**src/rtl/uart_pkg.sv**
```systemverilog
// Shared types and defaults for the UART TX message arbiter.
package uart_pkg;

  typedef enum logic [1:0] {
    ST_IDLE    = 2'd0,
    ST_HEADER  = 2'd1,
    ST_PAYLOAD = 2'd2
  } tx_state_t;

  localparam logic [7:0] HEADER_BASE_DEFAULT = 8'hA0;

  function automatic logic [7:0] header_byte(input logic [7:0] base, input logic [2:0] idx);
    return base | {5'b00000, idx};
  endfunction

endpackage

```
**src/rtl/uart_tx_arbiter_rr_pick.sv**
```systemverilog
// Round-robin picker: first set req bit strictly after rr_ptr, wrapping modulo NUM_REQ.
module rr_pick #(
  parameter int NUM_REQ = 4
) (
  input  logic [NUM_REQ-1:0] req,
  input  logic [2:0]         rr_ptr,
  output logic               found,
  output logic [2:0]         index
);

  always_comb begin
    found = 1'b0;
    index = 3'd0;
    for (int k = 1; k <= NUM_REQ; k++) begin
      for (int i = 0; i < NUM_REQ; i++) begin
        if (!found && req[i] && (((int'(rr_ptr) + k) % NUM_REQ) == i)) begin
          found = 1'b1;
          index = 3'(i);
        end
      end
    end
  end

endmodule

```
**src/rtl/uart_tx_arbiter.sv**
```systemverilog
// Shares one TX FIFO write port among NUM_REQ message sources; a grant holds
// until the owner's last byte or until the owner stalls for TIMEOUT_CYCLES.
module uart_tx_arbiter
  import uart_pkg::*;
#(
  parameter int         NUM_REQ        = 4,
  parameter int         HEADER_EN      = 1,
  parameter logic [7:0] HEADER_BASE    = HEADER_BASE_DEFAULT,
  parameter int         TIMEOUT_CYCLES = 52080
) (
  input  logic                 CLOCK_50,
  input  logic                 rst,
  input  logic [NUM_REQ-1:0]   req,
  input  logic [8*NUM_REQ-1:0] data,
  input  logic [NUM_REQ-1:0]   last,
  output logic [NUM_REQ-1:0]   ack,
  input  logic                 fifo_full,
  output logic                 fifo_we,
  output logic [7:0]           fifo_data,
  output logic                 busy,
  output logic [2:0]           owner,
  output logic                 abort
);

  localparam int CW = $clog2(TIMEOUT_CYCLES + 1);

  tx_state_t     state;
  logic [2:0]    rr_ptr;
  logic [CW-1:0] stall_cnt;

  logic          pick_found;
  logic [2:0]    pick_index;
  logic          own_req;
  logic          own_last;
  logic [7:0]    own_data;
  logic          pay_write;
  logic          stall;
  logic          timeout;

  rr_pick #(.NUM_REQ(NUM_REQ)) u_pick (
    .req    (req),
    .rr_ptr (rr_ptr),
    .found  (pick_found),
    .index  (pick_index)
  );

  always_comb begin
    own_req  = 1'b0;
    own_last = 1'b0;
    own_data = 8'h00;
    for (int i = 0; i < NUM_REQ; i++) begin
      if (owner == 3'(i)) begin
        own_req  = req[i];
        own_last = last[i];
        own_data = data[8*i +: 8];
      end
    end
  end

  assign pay_write = (state == ST_PAYLOAD) && own_req && !fifo_full;
  assign stall     = (state == ST_PAYLOAD) && !own_req;
  assign timeout   = stall && (stall_cnt == CW'(TIMEOUT_CYCLES - 1));
  assign abort     = timeout;
  assign busy      = (state != ST_IDLE);

  // Write port and acks decode straight from registered state so a byte moves the same cycle it is offered.
  always_comb begin
    ack       = '0;
    fifo_we   = 1'b0;
    fifo_data = 8'h00;
    case (state)
      ST_HEADER: begin
        fifo_we   = !fifo_full;
        fifo_data = header_byte(HEADER_BASE, owner);
      end
      ST_PAYLOAD: begin
        fifo_we   = pay_write;
        fifo_data = own_data;
        for (int i = 0; i < NUM_REQ; i++) begin
          if (owner == 3'(i)) ack[i] = pay_write;
        end
      end
      default: ;
    endcase
  end

  always_ff @(posedge CLOCK_50 or posedge rst) begin
    if (rst) begin
      state     <= ST_IDLE;
      rr_ptr    <= 3'(NUM_REQ - 1);
      owner     <= 3'd0;
      stall_cnt <= '0;
    end else begin
      case (state)
        ST_IDLE: begin
          stall_cnt <= '0;
          if (pick_found) begin
            owner <= pick_index;
            state <= (HEADER_EN != 0) ? ST_HEADER : ST_PAYLOAD;
          end
        end
        ST_HEADER: begin
          if (!fifo_full) state <= ST_PAYLOAD;
        end
        ST_PAYLOAD: begin
          // A full FIFO with the owner still offering a byte is not a stall.
          if (pay_write) begin
            stall_cnt <= '0;
            if (own_last) begin
              state  <= ST_IDLE;
              rr_ptr <= owner;
            end
          end else if (timeout) begin
            state     <= ST_IDLE;
            rr_ptr    <= owner;
            stall_cnt <= '0;
          end else if (stall) begin
            stall_cnt <= stall_cnt + CW'(1);
          end
        end
        default: state <= ST_IDLE;
      endcase
    end
  end

endmodule

```
**config.mk**
```make
export PLATFORM = sky130hd
export DESIGN_NAME = uart_tx_arbiter
export DESIGN_NICKNAME = d
export VERILOG_FILES = /design/src/rtl/uart_pkg.sv /design/src/rtl/uart_tx_arbiter_rr_pick.sv /design/src/rtl/uart_tx_arbiter.sv
export SDC_FILE = /design/constraint.sdc
export NUM_CORES = 1
export LEC_CHECK = 0
export CORE_MARGIN = 2
export CORE_UTILIZATION = 50
export DETAILED_ROUTE_END_ITERATION = 10
export PLACE_DENSITY_LB_ADDON = 0.15
export SETUP_SLACK_MARGIN = 0.1
export SYNTH_ARGS = -nofsm -noshare
export SYNTH_HDL_FRONTEND = slang
export SYNTH_HIERARCHICAL = 1
export SYNTH_SLANG_ARGS = --single-unit
```
**constraint.sdc**
```tcl
create_clock -name CLOCK_50 -period 4.79 [get_ports CLOCK_50]
set_input_delay 0.479 -clock CLOCK_50 [delete_from_list [all_inputs] [get_ports CLOCK_50]]
set_output_delay 0.479 -clock CLOCK_50 [all_outputs]
set_load 0.01 [all_outputs]
```
## Word-level counts from Yosys, hierarchy flattened

Cells that the tools add are included.

| word-level totals | value |
|---|---|
| flip-flop bits (word level) | 22 |
| input port bits | 43 |
| output and inout bits | 18 |
| logic and storage cells | 169 |

| operators by class | value |
|---|---|
| add/subtract/negate cells | 5 |
| eq/ne operators | 24 |
| mux-type cells | 63 |
| bitwise gates (word level) | 4 |
| reduce and logical (&&, ||, !) cells | 69 |

Operator list:

| operator | count |
|---|---|
| zero test 32 bit | 4 |
| 2-to-1 mux 16 bit | 3 |
| 2-to-1 mux 2 bit | 22 |
| logical AND 1 bit | 35 |
| 2-to-1 mux 8 bit | 4 |
| case mux 16 bit (2 select lines) | 1 |
| 2-to-1 mux 1 bit | 29 |
| == test 3 bit, second input constant | 8 |
| zero test 1 bit | 17 |
| adder 16 x 1 -> 16 bit, second input constant | 1 |
| == test 16 bit, second input constant | 1 |
| case mux 8 bit (2 select lines) | 1 |
| == test 3 x 2 -> 1 bit, second input constant | 4 |
| OR reduction 2 bit | 4 |
| == test 2 bit, second input constant | 3 |
| inequality test 2 bit, second input constant | 3 |
| inequality test 3 bit, second input constant | 2 |
| case mux 2 bit (3 select lines) | 1 |
| nonzero test 2 bit | 3 |
| adder 2 x 1 -> 2 bit, second input constant | 2 |
| adder 2 bit, second input constant | 2 |
| bitwise AND 1 bit, first input constant | 4 |
| == test 2 x 1 -> 1 bit, second input constant | 2 |
| 2-to-1 mux 4 bit | 1 |
| other kinds (7) | 8 |

## Logic depth before layout (Yosys ltp)

| depth | value |
|---|---|
| word-level depth | 68 |
| depth in mapped cells | 9 |
| depth with buffers taken out | 7 |

## Hierarchy

Netlist, hierarchy kept.

By module, submodules not included:

| module | instances | cells each | area each (um2) | sequential area each (um2) |
|---|---|---|---|---|
| uart_tx_arbiter | 1 | 186 | 1735.4 | 603.1 |
| rr_pick | 1 | 16 | 90.1 | 0.0 |

## Worst setup path after synthesis

No wires, ideal clock.

| timing path | value |
|---|---|
| kind | register to register |
| start point | register owner[1] |
| end point | register, netlist name rr_ptr[2] |
| setup time | 0.125 ns |
| arrival | 2.172 ns |
| data required time | 4.665 ns |
| path slack | 2.493 ns |
| cell stages (with the launch flop) | 7 |
| path buffers | 1 |
| period minus slack after synthesis | 2.297 ns |
| path through | dfrtp_1 -> buf_6 -> mux2_4 -> a22o_1 -> nor4_1 -> nand2b_1 -> mux2_2 |

RTL lines:

| element | line | source |
|---|---|---|
| start: declaration | uart_tx_arbiter.sv:21 | `output logic [2:0] owner,` |
| start signal: assignment | uart_tx_arbiter.sv:98 | `owner <= pick_index;` |

## Final worst setup path

| timing path | value |
|---|---|
| start point | register owner[1] |
| end point | output port abort |

| between the ends | value |
|---|---|
| longest elaborated chain between the ends | 8 |
| elaborated cells between the ends (all ways) | 11 |
| those cells by class | eq/ne: 3; mux: 4; reduce/logical: 4 |

Ends and longest elaborated chain:

| element | line | source |
|---|---|---|
| zero test 3 bit | uart_tx_arbiter.sv:52 | `if (owner == 3'(i)) begin` |
| 2-to-1 mux 1 bit (3 in a row) | uart_tx_arbiter.sv:52 |  |
| 2-to-1 mux 1 bit * | uart_tx_arbiter.sv:52 |  |
| zero test 1 bit * | uart_tx_arbiter.sv:61 | `assign stall = (state == ST_PAYLOAD) && !own_req;` |
| logical AND 1 bit * | uart_tx_arbiter.sv:61 |  |
| logical AND 1 bit * | uart_tx_arbiter.sv:62 | `assign timeout = stall && (stall_cnt == CW'(TIMEOUT_CYCLES - 1));` |
| end: declaration | uart_tx_arbiter.sv:22 | `output logic abort` |

Mark *: on every way between the ends. The rest lies on a longest branch, timed or not.

==> impl_metrics.csv <==
group,metric,value,unit
run_status,outcome,"finished clean",
logic_synthesis,syn_inst,200,
setup_path,crit_type,"reg2out",
detailed_routing,dr_total_vias,1710,
sta,period_minus_slack,3.36,ns
grt,grt_max_degree,24,
setup_path,cp-end-kind,"output pin",
die,dieArea,4070,um^2
grt,grt_overflow,0,
setup_path,path_max_fanout,20,
power,ir_drop,0.328,mV
clock_tree,cts_root_buffer,"clkbuf_4",
sta,setup_violations,0,
worst_hold_path,hold_path_class,"reg2reg",
power,comb_power_share,58.7,%
detailed_routing,finalWirelength,4.74,mm
setup_path,setup.worst_path.end,"abort",
logic_synthesis,netlist_area,1790,um^2
placed_design,dp_hpwl,3.62,mm
logic_synthesis,avgSynthCellArea,8.95,um^2
clock_tree,clock-sinks,23,
die,rows,21,
grt,grt_pass1_wl,7.78,mm
finish,fill_cells,264,
grt,first_global_vias,1610,
sta,fin_crit_sh,70.2,%
sta,finalMaxSlewViolations,0,
placed_design,gp_congestion,0.853,
die,core-area,3390,um^2
sta,hold_viol_final,0,
detailed_routing,drtIter0Drc,137,
clock_tree,htree_num_levels,1,
clock_tree,cts_resized,0,
setup_path,cpPeakStageDelay,0.86,ns
finish,syn2layout_area_growth,35.3,%
detailed_routing,ant_nets,0,
logic_synthesis,synthesis.nets,248,
sta,timing.fmax,297,MHz
setup_path,reg2reg_depth,5,
finish,drive_above_1_share,11.0,%
clock_tree,path_clk_slew,0.12,ns
setup_path,crit_arrival,2.88,ns
sta,skew,0.0211,ns
clock_tree,clock_latency,0.33,ns
sta,final.setup.tns,0,ns
die,start_util,52.8,%
detailed_routing,via_per_inst,5.70,
clock_tree,ctsHoldBuffers,0,
power,swShare,43.3,%
sta,rsz0062_at_grt,"no",
finish,design_area,2420,um^2
clock_tree,cts_setup_buffers,0,
power,power_switching,432,uW
placed_design,place_area,2390,um^2
power,p_int,567,uW
setup_path,reg2reg_slack,2.11,ns
flow_run,cap_violations,0,
power,p_leak,0.000906,uW
die,die_w,63.8,um
power,power.share.clock,9.6,%
detailed_routing,wl_per_cell,15.8,um
setup_path,slowest_stage,"dfrtp_1",
clock_tree,cts_buffer_depth,2,
finish,diodes,0,
sta,relSlewSlack,42.3,%
die,pin_count,61,
setup_path,startpoint,"owner[1]",
finish,final_nets,303,
clock_tree,cts-buffers-inserted,3,
die,chipHeight,63.8,um
sta,worstMarginPinSlew,0.864,ns
logic_synthesis,yosys_warnings,6,
grt,antenna_found_initial,0,
placed_design,portBuffers,60,
setup_path,timing.rr.start,"owner[1]",
setup_path,timing.rr.end,"stall_cnt[3]",
clock_tree,cts_tree,"built",
setup_path,crit_required,4.31,ns
sta,fin_ws,1.43,ns
setup_path,crit_chain,"mux2_4 -> a22o_1 -> nor4_1 -> clkdlybuf4s50_1",
power,p_seq_share,31.7,%
detailed_routing,remaining_drc_errors,0,
detailed_routing,dr.pass1.iters,4,
grt,track_usage,23.8,%
setup_path,crit_path_start_kind,"register",
placed_design,dp_worst_setup_slack,1.75,ns
power,p_per_area,413,nW/um^2
-- state kept, by name (all words and copies together), names as in the netlist --
name       count
stall_cnt     16
owner          3
rr_ptr         2
state          2
-- per-stage QoR --
step	hold slack (ns)	total power [uW]	utilization (%)	instances
2_1_floorplan	0.479	707	-	200
5_1_grt	0.574	1090	71.4	300
6_report	0.550	999	71.4	300
3_3_place_gp	0.508	896	70.5	296
4_1_cts	0.555	1000	71.4	300
3_5_place_dp	0.512	907	70.5	296
-- power by group through the flow --
stage | clock (uW) | sequential (uW) | combinational, uW
finish | 95.9 | 317 | 586
detailed placement | 0 | 320 | 587
global placement | 0 | 318 | 578
floorplan | 0 | 271 | 436
global route | 107 | 329 | 652
CTS | 97.9 | 316 | 589
-- per-layer routing --
metal  up-vias  global-route usage, %  share of wire (%)
met5         -                      0                  0
met4         0                   4.62                1.2
met3         8                   4.05                6.0
met2        57                   39.1                 48
met1       812                   33.1                 44
li1        833                      -                  -
-- critical path, delay by kind of cell (launching register included) --
family | cells | cell delay [ns]
AND/OR/NAND/NOR | 1 | 0.43
AO/OA/AOI/OAI | 1 | 0.27
buffers and inverters | 1 | 0.64
multiplexers | 1 | 0.37
flip-flops | 1 | 0.86
-- cell type report --
class | instances | area (um^2) | area share [%]
timing repair buffer | 60 | 601 | 24.8
inverter | 6 | 22.5 | 0.930
multi-input combinational | 161 | 1130 | 46.8
sequential | 23 | 578 | 23.9
clock buffer | 3 | 22.5 | 0.930
clock inverter | 1 | 7.51 | 0.310
tap | 46 | 57.6 | 2.38
-- cells in the final DEF (no fill, tap or decap), types with 3 or more instances in the layout --
cell type        instances
nor4_1                   3
a21oi_1                  3
inv_1                    6
nor4b_1                  5
nor2_1                  25
nor3_1                   8
nor2b_1                  3
dfrtp_1                 21
and2_1                   3
ha_1                     5
nand2b_1                 4
or2_2                    3
nor3b_1                  4
clkdlybuf4s50_1         60
clkbuf_4                 3
nand4_1                  3
nand2_1                 15
mux2_2                  13
xnor2_1                 12
o21ai_0                 11
o22ai_1                  9
-- worst min path at each step --
stage | from | end | slack, ns | cells after the start
floorplan | rst | owner[0] | 0.48 | 1
global placement | state[1] | state[1] | 0.51 | 1
detailed placement | state[1] | state[1] | 0.51 | 1
CTS | stall_cnt[1] | stall_cnt[1] | 0.55 | 1
global route | stall_cnt[1] | stall_cnt[1] | 0.57 | 1
finish | stall_cnt[1] | stall_cnt[1] | 0.55 | 1
(Power assumes the default switching activity.)
